[config.mk]
export PLATFORM = sky130hd
export DESIGN_NAME = dmem_responder
export DESIGN_NICKNAME = d
export VERILOG_FILES = /design/src/rtl/dmem_responder.sv
export SDC_FILE = /design/constraint.sdc
export NUM_CORES = 2
export LEC_CHECK = 0
export CAP_MARGIN = 30
export CORE_MARGIN = 5
export CORE_UTILIZATION = 30
export CTS_CLUSTER_DIAMETER = 30
export CTS_CLUSTER_SIZE = 20
export DETAILED_ROUTE_END_ITERATION = 10
export SYNTH_ARGS = -nofsm -noshare
export SYNTH_HDL_FRONTEND = slang
export SYNTH_SLANG_ARGS = --single-unit
[constraint.sdc]
create_clock -name clk -period 7.94 [get_ports clk]
set_input_delay 1.191 -clock clk [delete_from_list [all_inputs] [get_ports clk]]
set_output_delay 1.191 -clock clk [all_outputs]
set_load 0.02 [all_outputs]
[src/rtl/dmem_responder.sv]
`timescale 1ns/1ps
// dmem_responder: multi-cycle data-memory responder for the core's load/store
// port. One request at a time: IDLE accepts, WAIT inserts WAIT_CYCLES wait
// states, RESP holds the registered response until the core consumes it.
// Storage is DEPTH_WORDS x 32 bits, not reset.
//
// Optional feature macro: DMEM_BYTE_EN
//   defined   -> req_be selects which bytes a store writes
//   undefined -> every store writes the full word, req_be is ignored
//
// Handshake: a request is taken on a rising edge where req_valid=1 and
// req_ready=1 (req_ready is high only in IDLE). A response is presented with
// rsp_valid=1 and held unchanged until a rising edge where rsp_ready=1.
module dmem_responder #(
   parameter int DEPTH_WORDS = 64,
   parameter int WAIT_CYCLES = 2
) (
   input  logic        clk,
   input  logic        reset,
   input  logic        req_valid,
   input  logic        req_we,
   input  logic [31:0] req_addr,
   input  logic [31:0] req_wdata,
   input  logic [3:0]  req_be,
   output logic        req_ready,
   input  logic        rsp_ready,
   output logic        rsp_valid,
   output logic [31:0] rsp_rdata,
   output logic        rsp_err,
   output logic        stall,
   output logic [1:0]  dbg_state
);

   localparam int AW = $clog2(DEPTH_WORDS);
   localparam logic [3:0] WAIT_LOAD = (WAIT_CYCLES > 0) ? 4'(WAIT_CYCLES - 1) : 4'd0;

   typedef enum logic [1:0] {
      IDLE = 2'd0,
      WAIT = 2'd1,
      RESP = 2'd2
   } state_t;

   state_t      state;
   logic [3:0]  cnt;
   logic        hold_we;
   logic [31:0] hold_addr;
   logic [31:0] hold_wdata;

   logic [31:0] mem [DEPTH_WORDS];

   // Access-side view: with no wait states the access happens on the same
   // edge that accepts the request, so the live inputs are used directly.
   logic        acc_we;
   logic [31:0] acc_addr;
   logic [31:0] acc_wdata;
   logic [3:0]  wmask;
   logic        acc_err;
   logic [AW-1:0] acc_idx;
   logic        enter_resp;
   logic        mem_we;

   assign acc_we    = (state == IDLE) ? req_we    : hold_we;
   assign acc_addr  = (state == IDLE) ? req_addr  : hold_addr;
   assign acc_wdata = (state == IDLE) ? req_wdata : hold_wdata;

`ifdef DMEM_BYTE_EN
   logic [3:0] hold_be;
   assign wmask = (state == IDLE) ? req_be : hold_be;
`else
   logic unused_be;
   assign unused_be = ^req_be;
   assign wmask = 4'hF;
`endif

   assign acc_idx = acc_addr[AW+1:2];
   assign acc_err = (acc_addr[1:0] != 2'b00) || (|acc_addr[31:AW+2]);

   assign enter_resp = ((state == IDLE) && req_valid && (WAIT_CYCLES == 0)) ||
                       ((state == WAIT) && (cnt == 4'd0));
   // Gated by reset so a request seen while reset is held never writes.
   assign mem_we = reset && enter_resp && acc_we && !acc_err;

   assign req_ready = (state == IDLE);
   assign rsp_valid = (state == RESP);
   assign stall     = ((state == IDLE) && req_valid) || (state == WAIT) ||
                      ((state == RESP) && !rsp_ready);
   assign dbg_state = state;

   // Control FSM, request holding registers and registered response.
   always_ff @(posedge clk or negedge reset) begin
      if (!reset) begin
         state      <= IDLE;
         cnt        <= 4'd0;
         hold_we    <= 1'b0;
         hold_addr  <= 32'd0;
         hold_wdata <= 32'd0;
`ifdef DMEM_BYTE_EN
         hold_be    <= 4'd0;
`endif
         rsp_rdata  <= 32'd0;
         rsp_err    <= 1'b0;
      end else begin
         case (state)
            IDLE: begin
               if (req_valid) begin
                  hold_we    <= req_we;
                  hold_addr  <= req_addr;
                  hold_wdata <= req_wdata;
`ifdef DMEM_BYTE_EN
                  hold_be    <= req_be;
`endif
                  if (WAIT_CYCLES == 0) begin
                     state <= RESP;
                  end else begin
                     state <= WAIT;
                     cnt   <= WAIT_LOAD;
                  end
               end
            end
            WAIT: begin
               if (cnt == 4'd0) state <= RESP;
               else             cnt   <= cnt - 4'd1;
            end
            RESP: begin
               if (rsp_ready) state <= IDLE;
            end
            default: state <= IDLE;
         endcase

         if (enter_resp) begin
            rsp_err <= acc_err;
            if (acc_err || acc_we) rsp_rdata <= 32'd0;
            else                   rsp_rdata <= mem[acc_idx];
         end
      end
   end

   // Storage write port; contents are deliberately left out of reset.
   always_ff @(posedge clk) begin
      if (mem_we) begin
         for (int b = 0; b < 4; b++) begin
            if (wmask[b]) mem[acc_idx][8*b +: 8] <= acc_wdata[8*b +: 8];
         end
      end
   end

endmodule
# Word level (Yosys, flattened, before mapping)
# Memories as Yosys holds them, arrays and structs flattened.
# Index checks and enable logic that the tools add are counted.
# W data, S select, Z words.
[word_totals]
regBits = 104
latch_bits = 0
ram_bits = 2048
romBits = 0
output_inout_bits = 38
wordCells = 48
mem_count = 1
[mem_list]
columns = ["memory", "depth", "width", "read_ports", "rd_ports_with_merged_regs", "wr", "line", "text"]
rows = [
  ["mem", 64, 32, 1, 0, 1, "49", "logic [31:0] mem [DEPTH_WORDS];"],
]
[classes]
addsub = 1
multipliers = 0
div_mod_pow = 0
magnitude_cmp = 0
n_eq_ne = 6
n_shift = 0
muxes = 13
n_bitwise = 0
reduce_logical = 20
[op_table]
columns = ["operator", "n"]
rows = [
  ["$mux W32", 3],
  ["$reduce_or A24 Y1", 1],
  ["$mux W4", 2],
  ["$pmux W4 S2", 1],
  ["$logic_and A1 B1 Y1", 6],
  ["$mux W2", 3],
  ["$ne A2 B2 Y1 const B", 3],
  ["$pmux W2 S3", 1],
  ["$reduce_and A3 Y1", 2],
  ["$logic_not A4 Y1", 1],
  ["$logic_or A1 B1 Y1", 4],
  ["$reduce_bool A2 Y1", 2],
  ["$sub A4 B1 Y4 const B", 1],
  ["$mux W1", 3],
  ["$eq A2 B1 Y1 const B", 1],
  ["$eq A2 B2 Y1 const B", 1],
  ["$logic_not A1 Y1", 2],
  ["$logic_not A2 Y1", 1],
  ["$ne A2 B1 Y1 const B", 1],
  ["$reduce_and A2 Y1", 1],
]

# Logic depth before layout (Yosys ltp)
[depth]
word_depth = 8
mapped_depth = 14
ltp_nobuf = 9

# Least setup slack after synthesis
# Ideal clock, no wire load.
[synth_timing]
kind = "input port to flip-flop"
startpoint = "input port req_addr[1]"
endpoint = "memory mem[14][0], enable pin"
setup_time_ns = 0.421
arrival_ns = 3.948
required_time_ns = 7.519
path_slack_ns = 3.571
stages = 7
n_path_buf = 1
path_cell_list = "nor4_1 -> nand3_1 -> a2111oi_4 -> and3b_1 -> clkbuf_1 -> nand2_1 -> nor2_1"
[synth_between]
elab_chain_cells = 7
[synth_lines]
columns = ["element", "line", "text"]
rows = [
  ["from (decl)", "22", "input logic [31:0] req_addr,"],
  ["$mux W32", "63", "assign acc_addr = (state == IDLE) ? req_addr : hold_addr;"],
  ["$reduce_bool A2 Y1", "76", "assign acc_err = (acc_addr[1:0] != 2'b00) || (|acc_addr[31:AW+2]);"],
  ["$logic_or A1 B1 Y1", "76", ""],
  ["$logic_not A1 Y1", "81", "assign mem_we = reset && enter_resp && acc_we && !acc_err;"],
  ["$logic_and A1 B1 Y1", "81", ""],
  ["$mux W1", "140", "if (mem_we) begin"],
  ["$mux W1 (not written as such)", "142", "if (wmask[b]) mem[acc_idx][8*b +: 8] <= acc_wdata[8*b +: 8];"],
  ["to (decl)", "49", ""],
]
# Every way passes these cells.

# Final worst setup path
[layout_timing]
startpoint = "input port req_addr[2]"
endpoint = "memory mem[61][6], enable pin"
[layout_between]
elab_chain_cells = 1
[layout_lines]
columns = ["element", "line"]
rows = [
  ["$mux W32", "63"],
]
# Every way passes these cells.

==> results.cfg <==
[outcome]
outcome = completed

[clock_network]
clk_pin_slew_ns = 0.05
cts-resized-gates = 0
cts_setup_buffers = 0
clk_latency_ns = 0.98
clock-root-buffer = clkbuf_16
clkSinkCount = 2152
clk_path_buf_depth = 4
cts.htree.levels = 5
ctsHoldBuffers = 0
cts_made_buffers = 429
cts_tree = done

[power_and_ir_drop]
p_per_area_mw_per_mm2 = 430
p_int_mw = 29.2
ir_worst_vdd_mv = 0.346
p_leak_nw = 33.9
p_comb_frac = 0.247
power.switching_mw = 14.6
sw_frac_of_total = 0.333
pwr-share-clk = 0.415
pwr-share-seq = 0.338

[final_layout]
nets = 5718
instances_no_fill = 9536
drive_above_1_share = 0.178
nFillCells = 24000
area_delta_synth_final_pct = 27.0

[worst_setup_path]
crit_path_max_fanout = 17
startpoint_type = input port
critPathArrivalTime_ns = 5.94
worstPathRequired_ns = 8.52
worstSetupPathType = in -> reg
rrSetupSlack_ns = 2.77
crit_path_end_kind = flip-flop

[route]
first_pass_iters = 7
viasPerCell = 5.68
wl_per_cell_um = 30.8
vias = 54200
m1WireLength_um = 108000
drt_wl_total_um = 294000
met2_length_um = 131000
dr_wl_met3_um = 40100
drt_iter0_markers = 8235
drtAntennaViolNets = 0
drc = 0
highest-signal-layer = met5

[synthesis]
syn_inst = 5193
synthTopCellsByArea = edfxtp_1 (77%), o22ai_1 (4.9%), nand2_1 (4.1%), dfrtp_1 (3.2%), a21oi_1 (1.3%)
synth_area_per_cell_um2 = 15.4
synth_seq_cells = 2152
yosysSeqAreaShare = 0.800
yosysUniqueCellTypes = 75
yosysTopAreaCell = edfxtp_1
async_reset_ff_frac = 0.0483
syn-num-nets = 5268
netlist_area_mm2 = 0.0801
yosys_warnings = 0
synthTopCellsByCount = edfxtp_1 (2048), nand2_1 (881), o22ai_1 (625)
yosysTopAreaCellShare = 0.767
synth.most_common_cell = edfxtp_1
yosys_most_used_dff = edfxtp_1
synth-edff-count = 2048

[sta]
tns_ns = 0
worstMarginPinSlew_ns = 1.16
period_share = 0.676
worst_slack_ns = 2.57
fin_crit_ns = 5.37
finClkSkew_ns = 0.0983
worst_slew_margin_rel = 0.226
finalHoldViolCount = 0
max_freq_mhz = 186
finalHoldWorstSlack_ns = 0.103
rsz0062_at_grt = no
slew_violations = 0
setup_viol = 0

[die]
die-area_mm2 = 0.278
chipWidth_um = 527
num_io_pins = 111
rows = 189
die_h_um = 527
core-area_mm2 = 0.266
initial_core_util = 0.302

[place]
post-place-ws_ns = 1.76
place_inst = 8739
dpl.hpwl_um = 160000
port-buffer-count = 106
finalWeightedCongestion = 0.869

[grt]
grt_pass1_wl_um = 405000
grt.total_usage = 0.204
gr-total-overflow = 0
first_global_vias = 51700
grt_max_degree = 97
antenna_found_initial = 16

[hold_path]
hp-class = in -> async

[job]
max_cap_viol_count = 0
per-stage QoR:
step	total power, mW	util	cell area [µm²]
after floorplan	20.4	-	80100
after global placement	25.2	0.326	86700
after detailed placement	25.4	0.328	87000
after CTS	43.4	0.383	102000
after global routing	44.7	0.383	102000
final	43.7	0.383	102000
critical path, cell delays in order:
cell             delay [ns]
clkdlybuf4s50_1        0.83
nor3b_2                0.93
nor2_4                 0.33
nor2_1                 0.40
nand2_1                0.65
nor2_4                 1.08
buf_4                  0.46
cell usage in the layout, fill, tap and decap left out, types with 10 or more instances in the layout:
cell type and count:
or4_1 14, buf_12 32, inv_6 25, nor4_1 110, a31oi_1 118, a32o_1 41, nand3_1 108, dfrtp_1 104
a211oi_1 13, bufinv_16 64, o221ai_1 22, clkbuf_16 437, nand2_1 839, a21oi_1 206, clkinv_1 43, mux2i_1 38
o21ai_0 21, clkbuf_1 47, clkinv_4 35, o22ai_1 625, nand2_2 41, nor2_4 65, buf_16 10, and3_1 28
clkdlybuf4s50_1 105, nor3_1 84, edfxtp_1 2048, nor2_1 169, clkbuf_8 12, a22o_1 16, o31ai_1 13, diode_2 12
a32oi_1 22, buf_4 184, clkinvlp_4 54, clkinv_2 56
sequential cells by signal, indices dropped and copies added (netlist names):
signal and flops:
cnt 4, dbg_state 2, hold_addr 32, hold_wdata 32, hold_we 1, mem 2048, rsp_err 1, rsp_rdata 32
path summary, 6_finish.rpt:
path / startpoint / end / depth (start not counted)
setup / recovery: req_addr[2] / mem[61][6] / 7
hold / removal: reset / hold_wdata[5] / 1
setup reg to reg: dbg_state[1] / mem[61][6] / 9
hold reg to reg: hold_addr[12] / hold_addr[12] / 2
max in group asynchronous: reset / rsp_rdata[14] / 2
min in group clk: hold_addr[12] / hold_addr[12] / 2
area by class of cell:
type	instances	area [µm²]	share of cell area
well taps	3533	4420	0.0434
clock buffers	496	11300	0.111
diodes	12	30.0	0.000295
flip-flops and latches	2152	64100	0.630
multi-input cells	2718	15200	0.149
repair buffers	336	3380	0.0332
clock inverters	283	3370	0.0331
inverters	6	25.0	0.000246
per-layer routing:
layer	GRT usage	up-vias
met5	0	-
met4	0.0923	10
met3	0.0570	806
met2	0.310	4391
met1	0.271	27500
li1	-	21500
logic make-up (layout without fill, tap and decap cells):
kind of cell / Yosys count / count (layout) / synth area share
adders and majority gates: 2 / 2 / 0.000312
muxes: 47 / 47 / 0.00637
AOI/OAI and AO/OA: 1168 / 1168 / 0.0943
and+or+nand+nor: 1500 / 1500 / 0.0798
buffers and inverters: 323 / 1121 / 0.0194
other: 0 / 12 / 0
xor gates and xnor gates: 1 / 1 / 0.000109
DFF: 2152 / 2152 / 0.800
power groups by stage:
| stage | Sequential, mW | Clock (mW) | Combinational (mW) |
|---|---|---|---|
| 4_1_cts | 14.8 | 18.2 | 10.5 |
| 5_1_grt | 14.8 | 18.8 | 11.0 |
| 3_5_place_dp | 15.0 | 0 | 10.4 |
| 6_report | 14.8 | 18.1 | 10.8 |
| 2_1_floorplan | 15.0 | 0 | 5.35 |
| 3_3_place_gp | 15.0 | 0 | 10.2 |
No activity file was read; power rests on OpenSTA's default activity.
